==> config.mk <==
export PLATFORM = sky130hd
export DESIGN_NAME = alu_mult_seq_flat
export DESIGN_NICKNAME = d
export VERILOG_FILES = /design/src/rtl/alu_mult_seq_if.sv /design/src/rtl/alu_mult_seq.sv /design/src/flat_wrapper.sv
export SDC_FILE = /design/constraint.sdc
export NUM_CORES = 1
export LEC_CHECK = 0
export BUFFER_PORTS_ARGS = -buffer_cell sky130_fd_sc_hd__buf_2
export CAP_MARGIN = 20
export CORE_MARGIN = 4
export CORE_UTILIZATION = 25
export CTS_CLUSTER_DIAMETER = 40
export CTS_CLUSTER_SIZE = 12
export DETAILED_ROUTE_END_ITERATION = 8
export SLEW_MARGIN = 20
export SYNTH_ARGS = -nofsm -noshare
export SYNTH_HDL_FRONTEND = slang
export SYNTH_SLANG_ARGS = --single-unit
==> constraint.sdc <==
create_clock -name clk -period 3.5 [get_ports clk]
set_clock_uncertainty 0.05 [all_clocks]
set_input_delay 0.7 -clock clk [delete_from_list [all_inputs] [get_ports clk]]
set_output_delay 0.7 -clock clk [all_outputs]
set_load 0.005 [all_outputs]
==> src/rtl/alu_mult_seq_if.sv <==
// Request/response and ALU-side signals of the shift-and-add multiplier sequencer.
// slave is the sequencer's view; master is the requester/ALU side.
interface alu_mult_seq_if #(parameter int instruction_width = 32);
  localparam int W = instruction_width;

  logic         start;
  logic [W-1:0] multiplicand;
  logic [W-1:0] multiplier;
  logic         busy;
  logic         done;
  logic [W-1:0] product_hi;
  logic [W-1:0] product_lo;
  logic [W-1:0] alu_a;
  logic [W-1:0] alu_b;
  logic [3:0]   alu_ctr;
  logic [W-1:0] alu_y;
  logic         alu_zero;

  modport slave (
    input  start, multiplicand, multiplier, alu_y, alu_zero,
    output busy, done, product_hi, product_lo, alu_a, alu_b, alu_ctr
  );

  modport master (
    output start, multiplicand, multiplier, alu_y, alu_zero,
    input  busy, done, product_hi, product_lo, alu_a, alu_b, alu_ctr
  );
endinterface

==> src/rtl/alu_mult_seq.sv <==
// Multi-cycle unsigned multiplier that uses the external single-cycle ALU
// for its OR-zero test and its W shift-and-add iterations.
//
//   state | meaning
//   IDLE  | waiting for start, ALU driven with zeros
//   CHECK | OR multiplier with 0; zero result takes the early-out path
//   ADD   | one shift-and-add iteration per cycle, W cycles
//   DONE  | product valid, done pulse; start here is accepted directly
module alu_mult_seq #(
  parameter int instruction_width = 32
) (
  input logic          clk,
  input logic          rst,
  alu_mult_seq_if.slave bus
);
  localparam int W  = instruction_width;
  localparam int CW = $clog2(W) + 1;

  localparam logic [3:0] CTR_AND = 4'b0000;
  localparam logic [3:0] CTR_OR  = 4'b0001;
  localparam logic [3:0] CTR_ADD = 4'b0010;

  typedef enum logic [1:0] {IDLE, CHECK, ADD, DONE} state_t;

  state_t        state_q, state_d;
  logic [W-1:0]  hi_q, hi_d;
  logic [W-1:0]  lo_q, lo_d;
  logic [W-1:0]  mcand_q, mcand_d;
  logic [CW-1:0] count_q, count_d;
  logic [W-1:0]  sum;
  logic          c;

  always_ff @(posedge clk or posedge rst) begin
    if (rst) begin
      state_q <= IDLE;
      hi_q    <= '0;
      lo_q    <= '0;
      mcand_q <= '0;
      count_q <= '0;
    end else begin
      state_q <= state_d;
      hi_q    <= hi_d;
      lo_q    <= lo_d;
      mcand_q <= mcand_d;
      count_q <= count_d;
    end
  end

  always_comb begin
    state_d     = state_q;
    hi_d        = hi_q;
    lo_d        = lo_q;
    mcand_d     = mcand_q;
    count_d     = count_q;
    sum         = hi_q;
    c           = 1'b0;
    bus.alu_a   = '0;
    bus.alu_b   = '0;
    bus.alu_ctr = CTR_AND;

    case (state_q)
      IDLE, DONE: begin
        if (bus.start) begin
          mcand_d = bus.multiplicand;
          lo_d    = bus.multiplier;
          hi_d    = '0;
          count_d = '0;
          state_d = CHECK;
        end else begin
          state_d = IDLE;
        end
      end
      CHECK: begin
        bus.alu_a   = lo_q;
        bus.alu_ctr = CTR_OR;
        if (bus.alu_zero) begin
          hi_d    = '0;
          lo_d    = '0;
          state_d = DONE;
        end else begin
          state_d = ADD;
        end
      end
      ADD: begin
        bus.alu_a   = hi_q;
        bus.alu_b   = mcand_q;
        bus.alu_ctr = CTR_ADD;
        if (lo_q[0]) begin
          sum = bus.alu_y;
          // carry out of the ALU add, recovered from the operand and result MSBs
          c = (hi_q[W-1] & mcand_q[W-1]) |
              ((hi_q[W-1] | mcand_q[W-1]) & ~bus.alu_y[W-1]);
        end
        hi_d    = {c, sum[W-1:1]};
        lo_d    = {sum[0], lo_q[W-1:1]};
        count_d = count_q + CW'(1);
        if (count_q == CW'(W - 1)) state_d = DONE;
      end
      default: state_d = IDLE;
    endcase
  end

  assign bus.busy       = (state_q == CHECK) || (state_q == ADD);
  assign bus.done       = (state_q == DONE);
  assign bus.product_hi = hi_q;
  assign bus.product_lo = lo_q;
endmodule

==> src/flat_wrapper.sv <==
// flat-port wrapper written by rule: the top's interface ports become plain ports
module alu_mult_seq_flat 
#(
  parameter int instruction_width = 32
)
  (clk, rst, bus_start, bus_multiplicand, bus_multiplier, bus_alu_y, bus_alu_zero, bus_busy, bus_done, bus_product_hi, bus_product_lo, bus_alu_a, bus_alu_b, bus_alu_ctr);
  alu_mult_seq_if #(.instruction_width(instruction_width)) bus_i ();
  input logic clk;
  input logic rst;
  input wire logic [$bits(bus_i.start)-1:0] bus_start;
  input wire logic [$bits(bus_i.multiplicand)-1:0] bus_multiplicand;
  input wire logic [$bits(bus_i.multiplier)-1:0] bus_multiplier;
  input wire logic [$bits(bus_i.alu_y)-1:0] bus_alu_y;
  input wire logic [$bits(bus_i.alu_zero)-1:0] bus_alu_zero;
  output wire logic [$bits(bus_i.busy)-1:0] bus_busy;
  output wire logic [$bits(bus_i.done)-1:0] bus_done;
  output wire logic [$bits(bus_i.product_hi)-1:0] bus_product_hi;
  output wire logic [$bits(bus_i.product_lo)-1:0] bus_product_lo;
  output wire logic [$bits(bus_i.alu_a)-1:0] bus_alu_a;
  output wire logic [$bits(bus_i.alu_b)-1:0] bus_alu_b;
  output wire logic [$bits(bus_i.alu_ctr)-1:0] bus_alu_ctr;
  assign bus_i.start = bus_start;
  assign bus_i.multiplicand = bus_multiplicand;
  assign bus_i.multiplier = bus_multiplier;
  assign bus_i.alu_y = bus_alu_y;
  assign bus_i.alu_zero = bus_alu_zero;
  assign bus_busy = bus_i.busy;
  assign bus_done = bus_i.done;
  assign bus_product_hi = bus_i.product_hi;
  assign bus_product_lo = bus_i.product_lo;
  assign bus_alu_a = bus_i.alu_a;
  assign bus_alu_b = bus_i.alu_b;
  assign bus_alu_ctr = bus_i.alu_ctr;
  alu_mult_seq #(.instruction_width(instruction_width)) u_core (.clk(clk), .rst(rst), .bus(bus_i));
endmodule
Word level (Yosys, flattened, before mapping). Index checks and enable logic that the tools add are counted.

Bits in registers: 104. Input bits: 100. Output and inout port bits: 134. Word-level logic and storage cells: 41.

Add/subtract/negate cells: 1. Eq/ne operators: 7. Muxes and demuxes: 16. Bitwise operators: 5. Reduce and logical (&&, ||, !) cells: 7.

Operators with widths (count): 32-bit one-hot mux with 3 select lines (2); 32-bit 2-to-1 mux (5); 32-bit one-hot mux with 2 select lines (1); 6-bit one-hot mux with 2 select lines (1); 6-bit by 1-bit adder with 6-bit output (second input constant) (1); 6-bit by 5-bit == test with 1-bit output (second input constant) (1); 6-bit 2-to-1 mux (1); 2-bit one-hot mux with 3 select lines (1); 2-bit AND reduction (3); 2-bit == test (second input constant) (2); 2-bit inequality test (second input constant) (2); 2-bit one-hot mux with 2 select lines (1); 1-bit 2-to-1 mux (3); 1-bit bitwise AND (2); 2-bit by 1-bit == test with 1-bit output (second input constant) (1); 2-bit logical NOT (1); 2-bit 2-to-1 mux (1); 2-bit by 1-bit inequality test with 1-bit output (second input constant) (1); 1-bit OR (2); 2-bit nonzero test (1); 2-bit OR reduction (1); 1-bit logical OR (1); 1-bit inverter (1).

Logic depth before layout (Yosys ltp). Gate-level depths: netlist of run 1.

Depth in word-level cells: 5. Gate-level depth with buffers: 9. Mapped depth without buffers: 5.

Worst setup path before layout of run 1. No wires, ideal clock.

Path kind: reg2out. Start: register u_core.state_q[0]. End: output port bus_alu_a[0]. Arrival: 1655 ps. Slack: 1095 ps. Stages on the path, launching flop included: 8. Buffers on the path: 3. Cells stage by stage: dfrtp_1 inv_1 ha_1 buf_2 nor2b_1 buf_2 buf_2 a22o_1.

Cells in the longest elaborated chain, start to end: 2. Elaborated cells between the ends (all ways): 3.

RTL lines: from (decl) (line alu_mult_seq.sv:25) `state_t state_q, state_d;`; from (signal assigned) (line alu_mult_seq.sv:41) `state_q <= state_d;`; 2-bit == test / 2-bit by 1-bit == test with 1-bit output (equally long branches) (line alu_mult_seq.sv:61) `case (state_q)`; 32-bit one-hot mux with 2 select lines (*) (line alu_mult_seq.sv:61); to (decl) (line flat_wrapper.sv:19) `output wire logic [$bits(bus_i.alu_a)-1:0] bus_alu_a;`.

Every way passes the cells marked *; elsewhere a longest branch is shown, timed or not.

Worst setup path in the final report of run 1.
Start: register u_core.state_q[0]. End: output port bus_alu_a[12].

The elaborated chain is that of the path after synthesis.

==> results.py, run 1 <==
metrics = {
    "final_layout": {
        "nets": 859,
        "final_cell_mix": "buf_2 (231), dfrtp_1 (103), mux2_2 (70)",
        "final_util": 0.331,
        "syn_to_final_growth_pct": 30.1,
        "drive_gt1_frac": 0.449,
        "final_common_cell": "buf_2",
        "nFillCells": 2259,
    },
    "setup_path": {
        "cp.required_ns": 2.75,
        "r2r_setup_slack_ns": 1.15,
        "worstSetupEndpointType": "primary output",
        "cp_max_fo": 20,
        "critPathLaunch": "u_core.state_q[0]",
        "crit_path_start_kind": "register",
        "timing.rr.start": "u_core.state_q[0]",
        "arrival_ns": 2.26,
        "critPathKind": "register to primary output",
    },
    "timing": {
        "fin_crit_ns": 3.01,
        "fmax_mhz": 332,
        "tns_ns": 0,
        "drv_slew": 0,
        "maxSlewHeadroom": 0.502,
        "finalHoldViolCount": 0,
        "rsz0062_at_grt": "no",
        "timing.final.crit_share": 0.860,
        "worst_pin_slew_ns": 0.747,
        "setup_viol": 0,
    },
    "synth": {
        "synth-simple-area-share": 0.135,
        "synth_xor_area_frac": 0,
        "syn-cell-area_mm2": 0.00555,
        "synth_fa_ha_area_frac": 0.0113,
        "ys_ff_latch": 104,
        "yosysWarnings": 0,
        "avgSynthCellArea_um2": 10.1,
        "synth_top_family_by_area": "compound AO/OA/AOI/OAI gates",
        "ys_types": 36,
        "ys_async_sr_fraction": 1.00,
        "synth_ff_type": "dfrtp_1",
        "seq_area_frac_synth": 0.469,
        "synth_edf_count": 0,
        "syn_inst": 551,
        "synthMuxAreaShare": 0.147,
        "synth_compound_area_frac": 0.161,
    },
    "routing": {
        "antenna_left": 0,
        "firstDrtPassIters": 4,
        "route.detailed.drc": 0,
        "totalWireLength_um": 19400,
        "via_per_inst": 4.83,
        "drt_first_iter_violations": 314,
        "wl_per_cell_um": 18.6,
        "vias": 5031,
    },
    "clock_network": {
        "root_buffer": "clkbuf_16",
        "clockBufferDepth": 2,
        "post-cts-setup-buffer-count": 0,
        "cts_resized": 0,
        "cts_buffers": 9,
        "h-tree-depth": 3,
        "cts_tree": "built",
        "worst_skew_pair.late_latency_ns": 0.36,
        "path_clk_slew_ns": 0.08,
        "cts_hold_buf": 0,
        "cts.sinks": 104,
    },
    "power_and_ir_drop": {
        "vdd_drop_max_v": 0.000583,
        "cellPowerDensity_mw_per_mm2": 978,
        "power_leakage_uw": 0.00351,
    },
    "grt": {
        "grt_max_degree": 63,
        "grtUsageTotal": 0.152,
        "grt_pass1_wl_um": 29300,
        "overflow": 0,
        "antenna_found_initial": 2,
        "grt_pass1_vias": 4954,
    },
    "placement": {
        "hpwlAfterDp_um": 13400,
        "gp_congestion": 0.774,
        "numPortBuffers": 231,
    },
    "floorplanning": {
        "placementRows": 54,
        "dieArea_mm2": 0.0246,
        "io_pins": 234,
        "start_util": 0.254,
        "die_y_um": 157,
        "coreArea_mm2": 0.0218,
        "die_w_um": 157,
    },
    "job": {
        "maxCapViolations": 0,
    },
    "hold_path": {
        "hp-class": "input port to async pin",
    },
    "status": {
        "status": "finished, final reports clean",
    },
}
==> flip-flops by register name, summed over array words and instances, names as in the netlist <==
register and flops:
u_core.bus.product_lo 32, u_core.bus.product_hi 32, u_core.state_q 2, u_core.count_q 6, u_core.mcand_q 32
==> worst paths after layout <==
| path | to | depth (start not counted) |
|---|---|---|
| min in group clk | u_core.mcand_q[21] | 1 |
| setup / recovery | bus_alu_a[12] | 6 |
| hold reg to reg | u_core.mcand_q[21] | 1 |
| max in group asynchronous | u_core.bus.product_hi[13] | 3 |
| setup reg to reg | u_core.state_q[1] | 6 |
| hold / removal | u_core.mcand_q[5] | 2 |
==> stage by stage <==
stage	worst slack [ns]	instances	total power (uW)	hold slack, ns	area, um2
2_1_floorplan	0.0178	552	4630	0.421	5550
3_3_place_gp	0.889	1023	6080	0.429	6930
3_5_place_dp	0.843	1023	6120	0.436	6930
4_1_cts	0.441	1039	7170	0.446	7210
5_1_grt	0.320	1041	7610	0.464	7220
6_report	0.490	1042	7070	0.417	7220
==> critical path, cell delays in order, from the launching register on <==
cell and delay [ns]:
dfrtp_1 0.41, inv_1 0.10, ha_4 0.35, nor2b_4 0.36, buf_4 0.37, a22o_1 0.20, buf_2 0.11
==> where the power goes <==
group,switching (uW),internal [uW]
sequential,587,1770
combinational,2040,1660
clock,508,496
total,3140,3930
==> layout make-up <==
cell class	instances	area (um2)	share of cell area
timing repair buffer	246	1270	0.176
sequential	104	2600	0.361
clock inverter	6	52.6	0.00728
clock buffer	10	229	0.0317
tap	280	350	0.0485
antenna	3	7.51	0.00104
multi-input combinational	356	2570	0.356
inverter	37	141	0.0196
==> metal layers <==
layer  share of wire  wire (um)  GRT usage
met4           0.022        432     0.0579
met2            0.47       9090      0.240
met3           0.055       1060     0.0228
met5               0          0          0
met1            0.45       8780      0.212
==> kinds of logic after synthesis <==
logic type	Yosys count
flops	104
compound gates	137
buf+inv	92
mux	73
fa+ha+maj	5
simple gates	139
other cells	1
==> synth_stat cells (4+ instances only) <==
master / number / area share
buf_6: 5 / 0.010
ha_1: 5 / 0.011
a22o_1: 38 / 0.060
clkbuf_1: 26 / 0.018
nor2b_1: 4 / 0.0045
a21oi_1: 29 / 0.026
inv_1: 36 / 0.024
buf_2: 18 / 0.016
nand4_1: 32 / 0.036
nand2_1: 31 / 0.021
dfrtp_1: 104 / 0.47
nand3_1: 27 / 0.024
o21ai_0: 36 / 0.032
nor2_1: 4 / 0.0027
and2_1: 33 / 0.037
a31oi_1: 24 / 0.027
mux2_2: 70 / 0.14
No activity file was read; power rests on OpenSTA's default activity.
==> run 2, diff against run 1 <==
Clock period 3.5 ns to 3.65 ns, I/O delays scaled along.
==> results.py, run 2 (synthesis results as in run 1) <==
metrics = {
    "floorplanning": {
        "start_util": 0.254,
        "die_y_um": 157,
        "die_w_um": 157,
        "placementRows": 54,
        "dieArea_mm2": 0.0246,
        "io_pins": 234,
        "coreArea_mm2": 0.0218,
    },
    "clock_network": {
        "worst_skew_pair.late_latency_ns": 0.35,
        "path_clk_slew_ns": 0.07,
        "cts.sinks": 104,
        "cts_hold_buf": 0,
        "clockBufferDepth": 2,
        "post-cts-setup-buffer-count": 0,
        "root_buffer": "clkbuf_16",
        "cts_tree": "built",
        "h-tree-depth": 3,
        "cts_resized": 0,
        "cts_buffers": 9,
    },
    "final_layout": {
        "final_cell_mix": "buf_2 (231), dfrtp_1 (103), mux2_2 (70)",
        "syn_to_final_growth_pct": 29.7,
        "fin_cells": 1036,
        "final_common_cell": "buf_2",
        "drive_gt1_frac": 0.448,
        "nets": 855,
    },
    "grt": {
        "grt_pass1_vias": 5005,
        "antenna_found_initial": 1,
        "overflow": 0,
        "grt_max_degree": 63,
        "grt_pass1_wl_um": 29200,
        "grtUsageTotal": 0.152,
    },
    "routing": {
        "antenna_left": 0,
        "totalWireLength_um": 19200,
        "dr_wl_met2_um": 9120,
        "dr_wl_met3_um": 1050,
        "wl_per_cell_um": 18.5,
        "m1WireLength_um": 8630,
        "highest_layer": "met4",
        "firstDrtPassIters": 4,
        "vias": 5009,
        "drt_first_iter_violations": 365,
        "via_per_inst": 4.83,
        "route.detailed.drc": 0,
    },
    "setup_path": {
        "cpMaxStageDelayCell": "buf_4",
        "crit_path_start_kind": "register",
        "timing.rr.start": "u_core.state_q[0]",
        "critPathLaunch": "u_core.state_q[0]",
        "cp.required_ns": 2.87,
        "crit_chain": "inv_1, ha_4, nor2b_4, buf_4, a22o_1, buf_2",
        "worstSetupEndpointType": "primary output",
        "arrival_ns": 2.50,
        "cp_max_fo": 40,
        "cp_top_family": "buffers and inverters",
        "critPathKind": "register to primary output",
        "cp_num_buf_inv": 3,
        "cpPeakStageDelay_ns": 0.44,
    },
    "placement": {
        "gp_congestion": 0.757,
        "numPortBuffers": 231,
        "hpwlAfterDp_um": 13000,
        "dp.cells": 1019,
    },
    "hold_path": {
        "hp-class": "input port to async pin",
    },
    "timing": {
        "fin_crit_ns": 3.28,
        "worst_pin_slew_ns": 0.970,
        "maxSlewHeadroom": 0.352,
        "tns_ns": 0,
        "rsz0062_at_grt": "no",
        "drv_slew": 0,
        "timing.final.crit_share": 0.898,
        "finalHoldViolCount": 0,
        "fmax_mhz": 305,
        "setup_viol": 0,
    },
    "power_and_ir_drop": {
        "power.total_uw": 6740,
        "cellPowerDensity_mw_per_mm2": 936,
        "vdd_drop_max_v": 0.000554,
        "power_leakage_uw": 0.00349,
    },
    "status": {
        "status": "finished, final reports clean",
    },
    "job": {
        "maxCapViolations": 0,
    },
}
run 2: cell types whose count changed in the layout (fill, tap and decap cells not counted):
cell        previous run  this run
buf_4                 15        11
clkbuf_1               1         0
clkbuf_8               0         1
clkinv_4               3         2
clkinvlp_4             0         2
diode_2                3         1
inv_6                  3         1
inv_8                  0         1
run 2: area by class of cell:
| class | count | area, um2 |
|---|---|---|
| fill | 2269 | 14600 |
| sequential | 104 | 2600 |
| multi-input combinational | 356 | 2570 |
| timing repair buffer | 242 | 1240 |
| tap | 280 | 350 |
| clock buffer | 10 | 239 |
| inverter | 37 | 141 |
| clock inverter | 6 | 52.6 |
| antenna | 1 | 2.50 |
run 2: per-stage QoR:
step	util	setup slack, ns	hold WS [ns]	instance area (um2)
after floorplan	-	0.138	0.421	5550
after global routing	0.330	0.169	0.467	7200
after detailed placement	0.316	0.725	0.436	6900
after global placement	0.316	0.816	0.430	6900
final	0.330	0.371	0.453	7200
after CTS	0.330	0.338	0.455	7190
run 2: path summary, 6_finish.rpt:
kind / to / slack, ns / depth (start not counted)
worst min register to register: u_core.mcand_q[17] / 0.45 / 1
worst max-delay path: bus_alu_a[23] / 0.37 / 6
worst max register to register: u_core.bus.product_lo[16] / 1.13 / 6
max in group asynchronous: u_core.bus.product_lo[20] / 2.20 / 3
min in group clk: u_core.mcand_q[17] / 0.45 / 1
worst min-delay path: u_core.mcand_q[4] / 0.45 / 2
run 2: metal layers:
layer  vias up  GRT usage
li1       2366          -
met1      2446      0.211
met2       176      0.243
met3        21     0.0261
met4         0     0.0450
met5         -          0
run 2: power breakdown:
part           switching [uW]  internal, uW  total (uW)
Combinational            1940          1560        3500
Sequential                559          1700        2260
Clock                     486           493         979
==> run 3, diff against run 2 <==
Settings changed: RECOVER_POWER set to 50.
==> results.py, run 3 (synthesis results as in run 1) <==
metrics = {
    "setup_path": {
        "cp_max_fo": 40,
        "worstSetupEndpointType": "primary output",
        "arrival_ns": 2.47,
        "crit_path_start_kind": "register",
        "cp.required_ns": 2.87,
        "r2r_cells": 6,
        "critPathKind": "register to primary output",
    },
    "grt": {
        "antenna_found_initial": 1,
        "grt_pass1_wl_um": 29200,
        "overflow": 0,
        "grtUsageTotal": 0.152,
        "grt_max_degree": 63,
        "grt_pass1_vias": 5005,
    },
    "clock_network": {
        "post-cts-setup-buffer-count": 0,
        "cts.sinks": 104,
        "worst_skew_pair.late_latency_ns": 0.35,
        "cts_buffers": 9,
        "clockBufferDepth": 2,
        "cts_resized": 0,
        "cts_hold_buf": 0,
        "path_clk_slew_ns": 0.08,
        "h-tree-depth": 3,
        "root_buffer": "clkbuf_16",
        "cts_tree": "built",
    },
    "placement": {
        "gp_congestion": 0.757,
        "hpwlAfterDp_um": 13000,
        "dp.cells": 1019,
        "place_area_mm2": 0.00690,
        "numPortBuffers": 231,
    },
    "power_and_ir_drop": {
        "p_comb_frac": 0.516,
        "cellPowerDensity_mw_per_mm2": 936,
        "vdd_drop_max_v": 0.000549,
        "switching_power_uw": 2980,
        "p_int_uw": 3710,
        "sequentialPowerShare": 0.338,
        "power_leakage_uw": 0.00336,
        "p_sw_frac": 0.446,
        "p_clk_frac": 0.146,
    },
    "final_layout": {
        "fin_cells": 1037,
        "final_common_cell": "buf_2",
        "final_cell_mix": "buf_2 (194), dfrtp_1 (104), mux2_2 (70)",
        "nets": 855,
        "drive_gt1_frac": 0.396,
        "syn_to_final_growth_pct": 28.7,
        "postLayoutCellArea_mm2": 0.00714,
    },
    "routing": {
        "dr_wl_met2_um": 9090,
        "highest_layer": "met4",
        "drt_first_iter_violations": 378,
        "firstDrtPassIters": 4,
        "route.detailed.drc": 0,
        "vias": 5036,
        "m1WireLength_um": 8600,
        "antenna_left": 0,
        "via_per_inst": 4.86,
        "wl_per_cell_um": 18.5,
        "totalWireLength_um": 19200,
        "dr_wl_met3_um": 1100,
    },
    "timing": {
        "rsz0062_at_grt": "no",
        "worst_pin_slew_ns": 2.24,
        "setup_viol": 0,
        "fin_crit_ns": 3.25,
        "drv_slew": 55,
        "fmax_mhz": 307,
        "tns_ns": 0,
        "maxSlewHeadroom": -0.496,
        "timing.final.crit_share": 0.892,
        "finalHoldViolCount": 0,
    },
    "floorplanning": {
        "dieArea_mm2": 0.0246,
        "coreArea_mm2": 0.0218,
        "die_y_um": 157,
        "start_util": 0.254,
        "die_w_um": 157,
        "io_pins": 234,
        "placementRows": 54,
    },
    "status": {
        "violations": "capacitance limit, slew limit",
        "status": "finished with violations",
    },
    "hold_path": {
        "whs_path_depth": 1,
        "hp-class": "register to register",
    },
    "job": {
        "maxCapViolations": 1,
    },
}
==> run 3: cell count changes in the layout (fill, tap and decap cells not counted), moves of 2 or more <==
| cell | change |
|---|---|
| buf_4 | -2 |
| clkbuf_2 | +2 |
| clkbuf_1 | +37 |
| buf_2 | -37 |
==> run 3: final cells by class <==
| type | count | area (um2) |
|---|---|---|
| flip-flops and latches | 104 | 2600 |
| inverters | 37 | 139 |
| clock inverters | 6 | 52.6 |
| clock buffers | 10 | 239 |
| fillers | 2290 | 14700 |
| well taps | 280 | 350 |
| diodes | 2 | 5.00 |
| repair buffers | 242 | 1190 |
| multi-input cells | 356 | 2570 |
==> run 3: path summary, 6_finish.rpt <==
| check | slack [ns] | to | startpoint |
|---|---|---|---|
| max | 0.40 | bus_alu_a[22] | u_core.state_q[0] |
| min | 0.45 | u_core.mcand_q[17] | u_core.mcand_q[17] |
| max reg2reg | 1.14 | u_core.bus.product_lo[16] | u_core.state_q[0] |
| min reg2reg | 0.45 | u_core.mcand_q[17] | u_core.mcand_q[17] |
| max in group asynchronous | 0.73 | u_core.bus.product_lo[20] | rst |
| min in group asynchronous | 1.08 | u_core.mcand_q[4] | rst |
==> run 3: per-stage QoR <==
step                hold WS, ns   util  power, uW  setup WS, ns
floorplan                 0.421      -       4440         0.138
global placement          0.430  0.316       5760         0.816
detailed placement        0.436  0.316       5830         0.725
CTS                       0.455  0.330       6850         0.338
global route              0.467  0.327       7280         0.169
finish                    0.453  0.327       6690         0.396
==> run 3: power groups by stage <==
stage | combinational (uW) | clock, uW | sequential (uW)
5_1_grt | 3860 | 1070 | 2350
3_5_place_dp | 3540 | 0 | 2290
3_3_place_gp | 3480 | 0 | 2280
6_report | 3450 | 977 | 2260
2_1_floorplan | 2360 | 0 | 2080
4_1_cts | 3550 | 1020 | 2270
==> run 3: critical path: stages, from the launching register on <==
cell     delay [ns]
dfrtp_1        0.40
inv_1          0.10
ha_4           0.43
nor2b_4        0.43
buf_4          0.43
a22o_1         0.21
buf_2          0.11
==> run 3: metal layers <==
metal,track usage,vias up
met3,0.0261,21
li1,-,2369
met2,0.243,178
met4,0.0450,0
met5,0,-
met1,0.211,2468
